`src/rtl/cpu_pkg.sv`:
```
// Shared definitions for the single-cycle CPU front end.
// Contents:
//   - opcode constants decoded by the fetch unit and control unit
//   - fault_code encodings reported by pc_fetch_unit
//   - fetch FSM state encoding
//   - branch_offset(): sign-extended, word-scaled branch displacement
package cpu_pkg;

    localparam logic [5:0] OP_RTYPE = 6'b000000;
    localparam logic [5:0] OP_J     = 6'b010101;
    localparam logic [5:0] OP_JR    = 6'b010110;
    localparam logic [5:0] OP_JAL   = 6'b010111;
    localparam logic [5:0] OP_BEQ   = 6'b001010;
    localparam logic [5:0] OP_BNEQ  = 6'b001011;
    localparam logic [5:0] OP_BGEZ  = 6'b001100;

    localparam logic [1:0] FAULT_NONE     = 2'b00;
    localparam logic [1:0] FAULT_MISALIGN = 2'b01;
    localparam logic [1:0] FAULT_TIMEOUT  = 2'b10;

    typedef enum logic [1:0] {
        StRst,
        StFetch,
        StExec,
        StHalt
    } fetch_state_e;

    function automatic logic [31:0] branch_offset(input logic [15:0] imm);
        return {{14{imm[15]}}, imm, 2'b00};
    endfunction

endpackage

```
`src/rtl/next_pc_logic.sv`:
```
// Combinational next-PC selection.
// Ports:
//   pc_plus4  in  32  address of the sequentially following instruction
//   instr     in  32  instruction currently in EXEC
//   branch    in  1   Branch from control unit
//   jump      in  1   jump from control unit
//   alu_zero  in  1   ALU zero flag
//   jr_target in  32  rs value for JR
//   next_pc   out 32  selected next PC (alignment is checked by the caller)
module next_pc_logic
    import cpu_pkg::*;
(
    input  logic [31:0] pc_plus4,
    input  logic [31:0] instr,
    input  logic        branch,
    input  logic        jump,
    input  logic        alu_zero,
    input  logic [31:0] jr_target,
    output logic [31:0] next_pc
);

    always_comb begin
        next_pc = pc_plus4;
        if (jump && (instr[31:26] == OP_JR)) begin
            next_pc = jr_target;
        end else if (jump) begin
            // Any opcode with jump set other than JR takes the pseudo-direct form.
            next_pc = {pc_plus4[31:28], instr[25:0], 2'b00};
        end else if (branch && alu_zero) begin
            next_pc = pc_plus4 + branch_offset(instr[15:0]);
        end
    end

endmodule

```
`src/rtl/pc_fetch_unit.sv`:
```
// PC register, instruction fetch over a req/ack handshake, and next-PC update.
// Ports:
//   clk, rst_n             clock, asynchronous active-low reset
//   stall                  hold the current instruction in EXEC
//   imem_req/addr          fetch request and address (= pc)
//   imem_ack/rdata         memory response, honoured only in FETCH
//   instr, opcode          latched instruction and its instr[31:26]
//   instr_valid            high while the datapath executes instr
//   pc, pc_plus4           address of instr and its sequential successor
//   branch, jump, alu_zero control inputs, sampled in EXEC when stall=0
//   jr_target              rs value for JR
//   fault, fault_code      sticky fault flag and cause
module pc_fetch_unit
    import cpu_pkg::*;
#(
    parameter logic [31:0] RESET_PC = 32'h0000_0000,
    parameter int unsigned TIMEOUT  = 16
) (
    input  logic        clk,
    input  logic        rst_n,
    input  logic        stall,
    output logic        imem_req,
    output logic [31:0] imem_addr,
    input  logic        imem_ack,
    input  logic [31:0] imem_rdata,
    output logic [31:0] instr,
    output logic [5:0]  opcode,
    output logic        instr_valid,
    output logic [31:0] pc,
    output logic [31:0] pc_plus4,
    input  logic        branch,
    input  logic        jump,
    input  logic        alu_zero,
    input  logic [31:0] jr_target,
    output logic        fault,
    output logic [1:0]  fault_code
);

    localparam logic [7:0] TO_LAST = 8'(TIMEOUT - 1);

    fetch_state_e state_q, state_d;
    logic [31:0]  pc_q, pc_d;
    logic [31:0]  instr_q, instr_d;
    logic         fault_q, fault_d;
    logic [1:0]   fault_code_q, fault_code_d;
    logic [7:0]   cnt_q, cnt_d;
    logic [31:0]  next_pc;

    next_pc_logic u_next_pc_logic (
        .pc_plus4  (pc_plus4),
        .instr     (instr_q),
        .branch    (branch),
        .jump      (jump),
        .alu_zero  (alu_zero),
        .jr_target (jr_target),
        .next_pc   (next_pc)
    );

    always_ff @(posedge clk or negedge rst_n) begin
        if (!rst_n) begin
            state_q      <= StRst;
            pc_q         <= RESET_PC;
            instr_q      <= '0;
            fault_q      <= 1'b0;
            fault_code_q <= FAULT_NONE;
            cnt_q        <= '0;
        end else begin
            state_q      <= state_d;
            pc_q         <= pc_d;
            instr_q      <= instr_d;
            fault_q      <= fault_d;
            fault_code_q <= fault_code_d;
            cnt_q        <= cnt_d;
        end
    end

    always_comb begin
        state_d      = state_q;
        pc_d         = pc_q;
        instr_d      = instr_q;
        fault_d      = fault_q;
        fault_code_d = fault_code_q;
        cnt_d        = cnt_q;
        unique case (state_q)
            StRst: begin
                state_d = StFetch;
            end
            StFetch: begin
                if (imem_ack) begin
                    instr_d = imem_rdata;
                    cnt_d   = '0;
                    state_d = StExec;
                end else if (cnt_q == TO_LAST) begin
                    fault_d      = 1'b1;
                    fault_code_d = FAULT_TIMEOUT;
                    cnt_d        = '0;
                    state_d      = StHalt;
                end else begin
                    cnt_d = cnt_q + 8'd1;
                end
            end
            StExec: begin
                if (!stall) begin
                    if (next_pc[1:0] != 2'b00) begin
                        // PC is left pointing at the offending instruction.
                        fault_d      = 1'b1;
                        fault_code_d = FAULT_MISALIGN;
                        state_d      = StHalt;
                    end else begin
                        pc_d    = next_pc;
                        state_d = StFetch;
                    end
                end
            end
            StHalt: begin
                state_d = StHalt;
            end
            default: begin
                state_d = StRst;
            end
        endcase
    end

    // Decoded straight from state so reset drops imem_req asynchronously.
    assign imem_req    = (state_q == StFetch);
    assign instr_valid = (state_q == StExec);
    assign imem_addr   = pc_q;
    assign pc          = pc_q;
    assign pc_plus4    = pc_q + 32'd4;
    assign instr       = instr_q;
    assign opcode      = instr_q[31:26];
    assign fault       = fault_q;
    assign fault_code  = fault_code_q;

endmodule

```
`config.mk`:
```
export PLATFORM = sky130hd
export DESIGN_NAME = pc_fetch_unit
export DESIGN_NICKNAME = d
export VERILOG_FILES = /design/src/rtl/cpu_pkg.sv /design/src/rtl/next_pc_logic.sv /design/src/rtl/pc_fetch_unit.sv
export SDC_FILE = /design/constraint.sdc
export NUM_CORES = 1
export LEC_CHECK = 0
export ABC_CLOCK_PERIOD_IN_PS = 4620
export BUFFER_PORTS_ARGS = -buffer_cell sky130_fd_sc_hd__buf_2
export CAP_MARGIN = 25
export CORE_MARGIN = 2
export CORE_UTILIZATION = 52
export DETAILED_ROUTE_END_ITERATION = 8
export PLACE_DENSITY = 0.81
export SYNTH_ARGS = -nofsm -noshare
export SYNTH_HDL_FRONTEND = slang
export SYNTH_SLANG_ARGS = --single-unit
```
`constraint.sdc`:
```
create_clock -name clk -period 4.62 [get_ports clk]
set_input_delay 0.231 -clock clk [delete_from_list [all_inputs] [get_ports clk]]
set_output_delay 0.231 -clock clk [all_outputs]
set_load 0.05 [all_outputs]
```
=== After elaboration in Yosys (flattened, before gate mapping) ===
Index checks and enable logic that the tools add are counted.
W data, S select, Z words.

* $add $sub $neg: 3
* $mul: 0
* Div/mod/pow operators: 0
* Magnitude comparators: 0
* Eq/ne operators: 10
* Shift-type cells: 0
* Mux-type cells: 20
* Bitwise operators: 2
* Reductions and logical operators: 9

{| class="wikitable"
|+ Operators by type and width
! operator !! count
|-
| $mux W32 || 3
|-
| $add A32 B3 Y32 const B || 1
|-
| $add A32 B32 Y32 || 1
|-
| $mux W2 || 8
|-
| $mux W8 || 2
|-
| $add A8 B1 Y8 const B || 1
|-
| $eq A8 B4 Y1 const B || 1
|-
| $pmux W2 S4 || 1
|-
| $eq A6 B5 Y1 const B || 1
|-
| $reduce_and A5 Y1 || 1
|-
| $eq A2 B2 Y1 const B || 2
|-
| $mux W1 || 4
|-
| $ne A2 B1 Y1 const B || 2
|-
| $ne A2 B2 Y1 const B || 2
|-
| $pmux W2 S2 || 1
|-
| $reduce_and A2 Y1 || 2
|-
| $reduce_bool A2 Y1 || 2
|-
| $ne A3 B1 Y1 const B || 1
|-
| $reduce_and A3 Y1 || 1
|-
| $eq A2 B1 Y1 const B || 1
|-
| $logic_and A1 B1 Y1 || 2
|-
| $logic_not A2 Y1 || 1
|-
| $not A1 Y1 || 2
|-
| $pmux W1 S2 || 1
|}

* Bits in registers: 77
* Bits in latches: 0
* Bits in writable memories: 0
* Bits in read-only memories: 0
* Bits of input ports: 71
* Output and inout bits: 139
* Logic and storage cells: 50
* Memories: 0

=== Depth between registers and ports, before layout ===
* Word-level depth: 9
* Gate-level depth with buffers: 15
* Mapped depth without buffers: 15

=== Modules after synthesis ===
Synthesis repeated with hierarchy kept, for this count alone.

* Cells, all modules: 672
* Area, all modules: 6,188.4 µm²

{| class="wikitable"
|+ By module, submodules not included
! module !! times used !! cells each !! area an instance (µm²) !! seq. area each (µm²)
|-
| pc_fetch_unit || 1 || 327 || 3,913.8 || 1,926.8
|-
| next_pc_logic || 1 || 345 || 2,274.7 || 0.0
|}

=== Least setup slack after synthesis ===
Ideal clock, no wire load.

* Kind: reg2reg
* Start: register pc_q[2], in the netlist imem_addr[2]
* End: register pc_q[31], in the netlist imem_addr[31]
* Setup time: 132 ps
* Arrival: 4,597 ps
* Data required time: 4,488 ps
* Path slack: -109 ps
* Cell stages (with the launch flop): 14
* Buffers on the path: 0
* Period minus slack after synthesis: 4,729 ps
* Cell sequence: dfrtp_1 -> ha_1 -> nand4_2 -> or4_1 -> or4_1 -> xnor2_1 -> ha_1 -> a21oi_1 -> o22a_1 -> nor2_1 -> or3_1 -> o22ai_1 -> a211o_1 -> o211ai_1

* Word-level cells in the longest chain between the ends: 5

{| class="wikitable"
|+ RTL lines
! what !! line !! source
|-
| from (decl) || pc_fetch_unit.sv:42 || <nowiki>logic [31:0] pc_q, pc_d;</nowiki>
|-
| from (signal assigned) || pc_fetch_unit.sv:69 || <nowiki>pc_q <= pc_d;</nowiki>
|-
| $add A32 B3 Y32 || pc_fetch_unit.sv:129 || <nowiki>assign pc_plus4 = pc_q + 32'd4;</nowiki>
|-
| via pc_plus4[30] || pc_fetch_unit.sv:30 || <nowiki>output logic [31:0] pc_plus4,</nowiki>
|-
| $add A32 B32 Y32 || next_pc_logic.sv:30 || <nowiki>next_pc = pc_plus4 + branch_offset(instr[15:0]);</nowiki>
|-
| $mux W32 || next_pc_logic.sv:29 || <nowiki>end else if (branch && alu_zero) begin</nowiki>
|-
| $mux W32 || next_pc_logic.sv:26 || <nowiki>end else if (jump) begin</nowiki>
|-
| $mux W32 || next_pc_logic.sv:24 || <nowiki>if (jump && (instr[31:26] == OP_JR)) begin</nowiki>
|}

The timed path passes the listed nets, and every way through them passes these cells.
A chain may end at the register's enable or synchronous reset.

=== Worst setup path after layout ===
* Start: register pc_q[11], in the netlist imem_addr[11]
* End: register pc_q[21], in the netlist imem_addr[21]

* Word-level cells in the longest chain between the ends: 5

{| class="wikitable"
|+ RTL lines
! what !! line
|-
| $add A32 B3 Y32 (*) || pc_fetch_unit.sv:129
|-
| $add A32 B32 Y32 || next_pc_logic.sv:30
|-
| $mux W32 (*) || next_pc_logic.sv:29
|-
| $mux W32 (*) || next_pc_logic.sv:26
|-
| $mux W32 (*) || next_pc_logic.sv:24
|}

Mark *: on every way between the ends. The rest lies on a longest branch, timed or not.

==> results_dict.tcl <==
set metrics [dict create \
    placed_cell_area_sq_mm 0.00720 \
    ant_nets 0 \
    crit_arrival_ps 4440 \
    die_area_sq_mm 0.0130 \
    cp.required_ps 4850 \
    async_reset_ff_share_pct 100 \
    nFillCells 1041 \
    grtUsageTotal_pct 29.8 \
    rsz0062_at_grt "false" \
    fp.dieH_microns 114 \
    period_minus_slack_ps 4210 \
    yosysMostFrequentCell "dfrtp_1" \
    maxSlewHeadroom_pct 34.3 \
    cts_buffers 9 \
    synth_area_leaders "dfrtp_1 (31%), ha_1 (7.4%), mux2_2 (5.9%)" \
    setup_viol 0 \
    syn_area_per_cell_sq_um 8.63 \
    ys.warnings.count 0 \
    worst_setup_path_start_kind "flip-flop" \
    syn_nets 838 \
    dr_total_vias 6256 \
    worst_pin_slew_ps 985 \
    num_rows 40 \
    clock_sinks 77 \
    cp-end-kind "flip-flop" \
    yosys.area_share.simple_pct 19.4 \
    grt_first_pass_wirelength_microns 30100 \
    clock_path_buffers 2 \
    r2r-end "imem_addr[21]" \
    hold_ws_ps 103 \
    io_pins 210 \
    stdcell_area_sq_mm 0.00756 \
    ys.flop_type "dfrtp_1" \
    post_cts_buffers 0 \
    core_sq_mm 0.0119 \
    yosysUniqueCellTypes 65 \
    dpl.hpwl_microns 14400 \
    drive_gt1_share_pct 32.3 \
    r2r_cells 12 \
    fmax_mhz 237 \
    status "finished clean" \
    tns_ps 0 \
    critPathKind "flip-flop to flip-flop" \
    yosys.area_share.xor_xnor_pct 6.11 \
    syn_area_sq_mm 0.00629 \
    root_buffer "clkbuf_16" \
    clk_pin_slew_ps 60 \
    fin_crit_sh_pct 91.1 \
    io_buffers 209 \
    antenna_found_initial 0 \
    synthMuxAreaShare_pct 7.82 \
    r2r-start "imem_addr[11]" \
    hold_viol 0 \
    initial_core_util_pct 52.8 \
    drt_iter0_drc 580 \
    dieWidth_microns 114 \
    place_inst 1024 \
    routed_wl_microns 19400 \
    cts_tree "yes" \
    min_to "instr[21]" \
    drc 0 \
    maxCapViolations 0 \
    skew_ps 11.8 \
    synth_commonest_cells "dfrtp_1 (77), nand2_1 (71), a21oi_1 (61), o21ai_0 (49), nor2_1 (46)" \
    area_growth_syn_to_layout_pct 20.2 \
    synthAdderAreaFrac_pct 7.68 \
    synthCells 729 \
    synth_top_area_share_pct 30.6 \
    holdPathStages 2 \
    min_path_type "input port to flip-flop" \
    synth_edf_count 0 \
    grt_overflow 0 \
    finalNonFillerCells 1041 \
    wl_per_cell_microns 18.6 \
    num-nets-final 999 \
    crit_fanout 8 \
    synth_top_family_by_area "compound AO/OA/AOI/OAI gates" \
    hp-start "imem_rdata[21]" \
    grt_max_degree 78 \
    antenna_cells 0 \
    insertion_delay_ps 360 \
    cts_max_level 3 \
    place_congestion 0.949 \
    ys_seq_area_share_pct 30.6 \
    drt_pass1_iterations 5 \
    routed_via_density 6.01 \
    regToRegSetupSlack_ps 410 \
    grt_pass1_vias 5749 \
    ys_seq_elements 77 \
    yosys.area.top_type "dfrtp_1" \
    drv_slew 0 \
    synth_compound_area_share_pct 21.2 \
]
[flip-flops by register name (all words and copies together), names as in the netlist]
name / count
cnt_q: 8
fault: 1
fault_code: 2
imem_addr: 32
instr: 32
state_q: 2
[metal layers]
layer  wire length (microns)  global-route usage [%]  vias to the layer above
met5                       0                       0                        -
met4                     295                    7.72                        0
met3                    1770                    7.33                       30
met2                    9020                    47.5                      305
met1                    8270                    40.7                     2954
li1                        -                       -                     2967
[final cells by class]
class                      count  area (sq um)  share of cell area [%]
multi-input combinational    573          3940                    52.1
sequential                    77          1930                    25.5
timing repair buffer         220          1150                    15.3
clock buffer                   9           225                    2.98
tap                          147           184                    2.43
clock inverter                 6          96.3                    1.28
inverter                       9          33.8                   0.447
[critical path, stage by stage, from the launching register on]
cell      delay [ps]
dfrtp_1          490
nand4_1          340
nor4_1           760
nand3_1          180
xnor2_1          450
ha_1             380
nand2_1          120
nor2_1            50
a221oi_1         480
and2_1           230
xor2_1            70
o211a_1          210
o311ai_0         340
[per-stage QoR]
stage / setup slack (ps) / utilization [%]
finish: 409 / 63.4
global route: 87.1 / 63.4
CTS: 464 / 63.1
detailed placement: 521 / 60.4
global placement: 494 / 60.4
floorplan: 15.7 / -
[layout by cell type (no fill, tap or decap), drive strengths merged, types with 5 or more instances in the layout]
master / count
inv: 11
a21oi: 61
buf: 219
clkbuf: 9
mux2i: 12
a211oi: 12
a21o: 19
o31ai: 9
nand4: 18
o21ai: 49
xnor2: 26
nor4: 11
o22ai: 8
nand2b: 9
nor2b: 5
ha: 37
and2: 5
nand2: 71
xor2: 17
dfrtp: 77
and3: 14
nor3: 17
mux2: 33
or3: 6
o21a: 7
nor2: 46
o211ai: 7
nand3: 23
[how the worst max path moves through the flow]
| stage | start | to | cells after the start | slack, ps |
|---|---|---|---|---|
| after floorplan | imem_addr[2] | imem_addr[29] | 13 | 20 |
| after global placement | imem_addr[11] | imem_addr[31] | 13 | 490 |
| after detailed placement | imem_addr[11] | imem_addr[21] | 12 | 520 |
| after CTS | imem_addr[11] | imem_addr[21] | 12 | 460 |
| after global routing | imem_addr[11] | imem_addr[21] | 12 | 90 |
| final | imem_addr[11] | imem_addr[21] | 12 | 410 |
[repair_timing]
item / 4_1_cts / 5_1_grt
hold buffers: 0 / 1
setup endpoints to repair: 0 / 0
hold endpoints to repair: 0 / 46
resized for setup: 0 / 0
[cell families (layout without fill, tap and decap cells)]
group                    count (synthesis)  after routing
multiplexers                            45             45
AND/OR/NAND/NOR                        237            237
AO/OA/AOI/OAI                          210            210
adder cells (fa/ha/maj)                 38             38
buffers and inverters                   79            244
XOR/XNOR                                43             43
flip-flops                              77             77
Power is not shown: default switching activity piles up to over one toggle a cycle in this logic, so the estimate is an artifact.
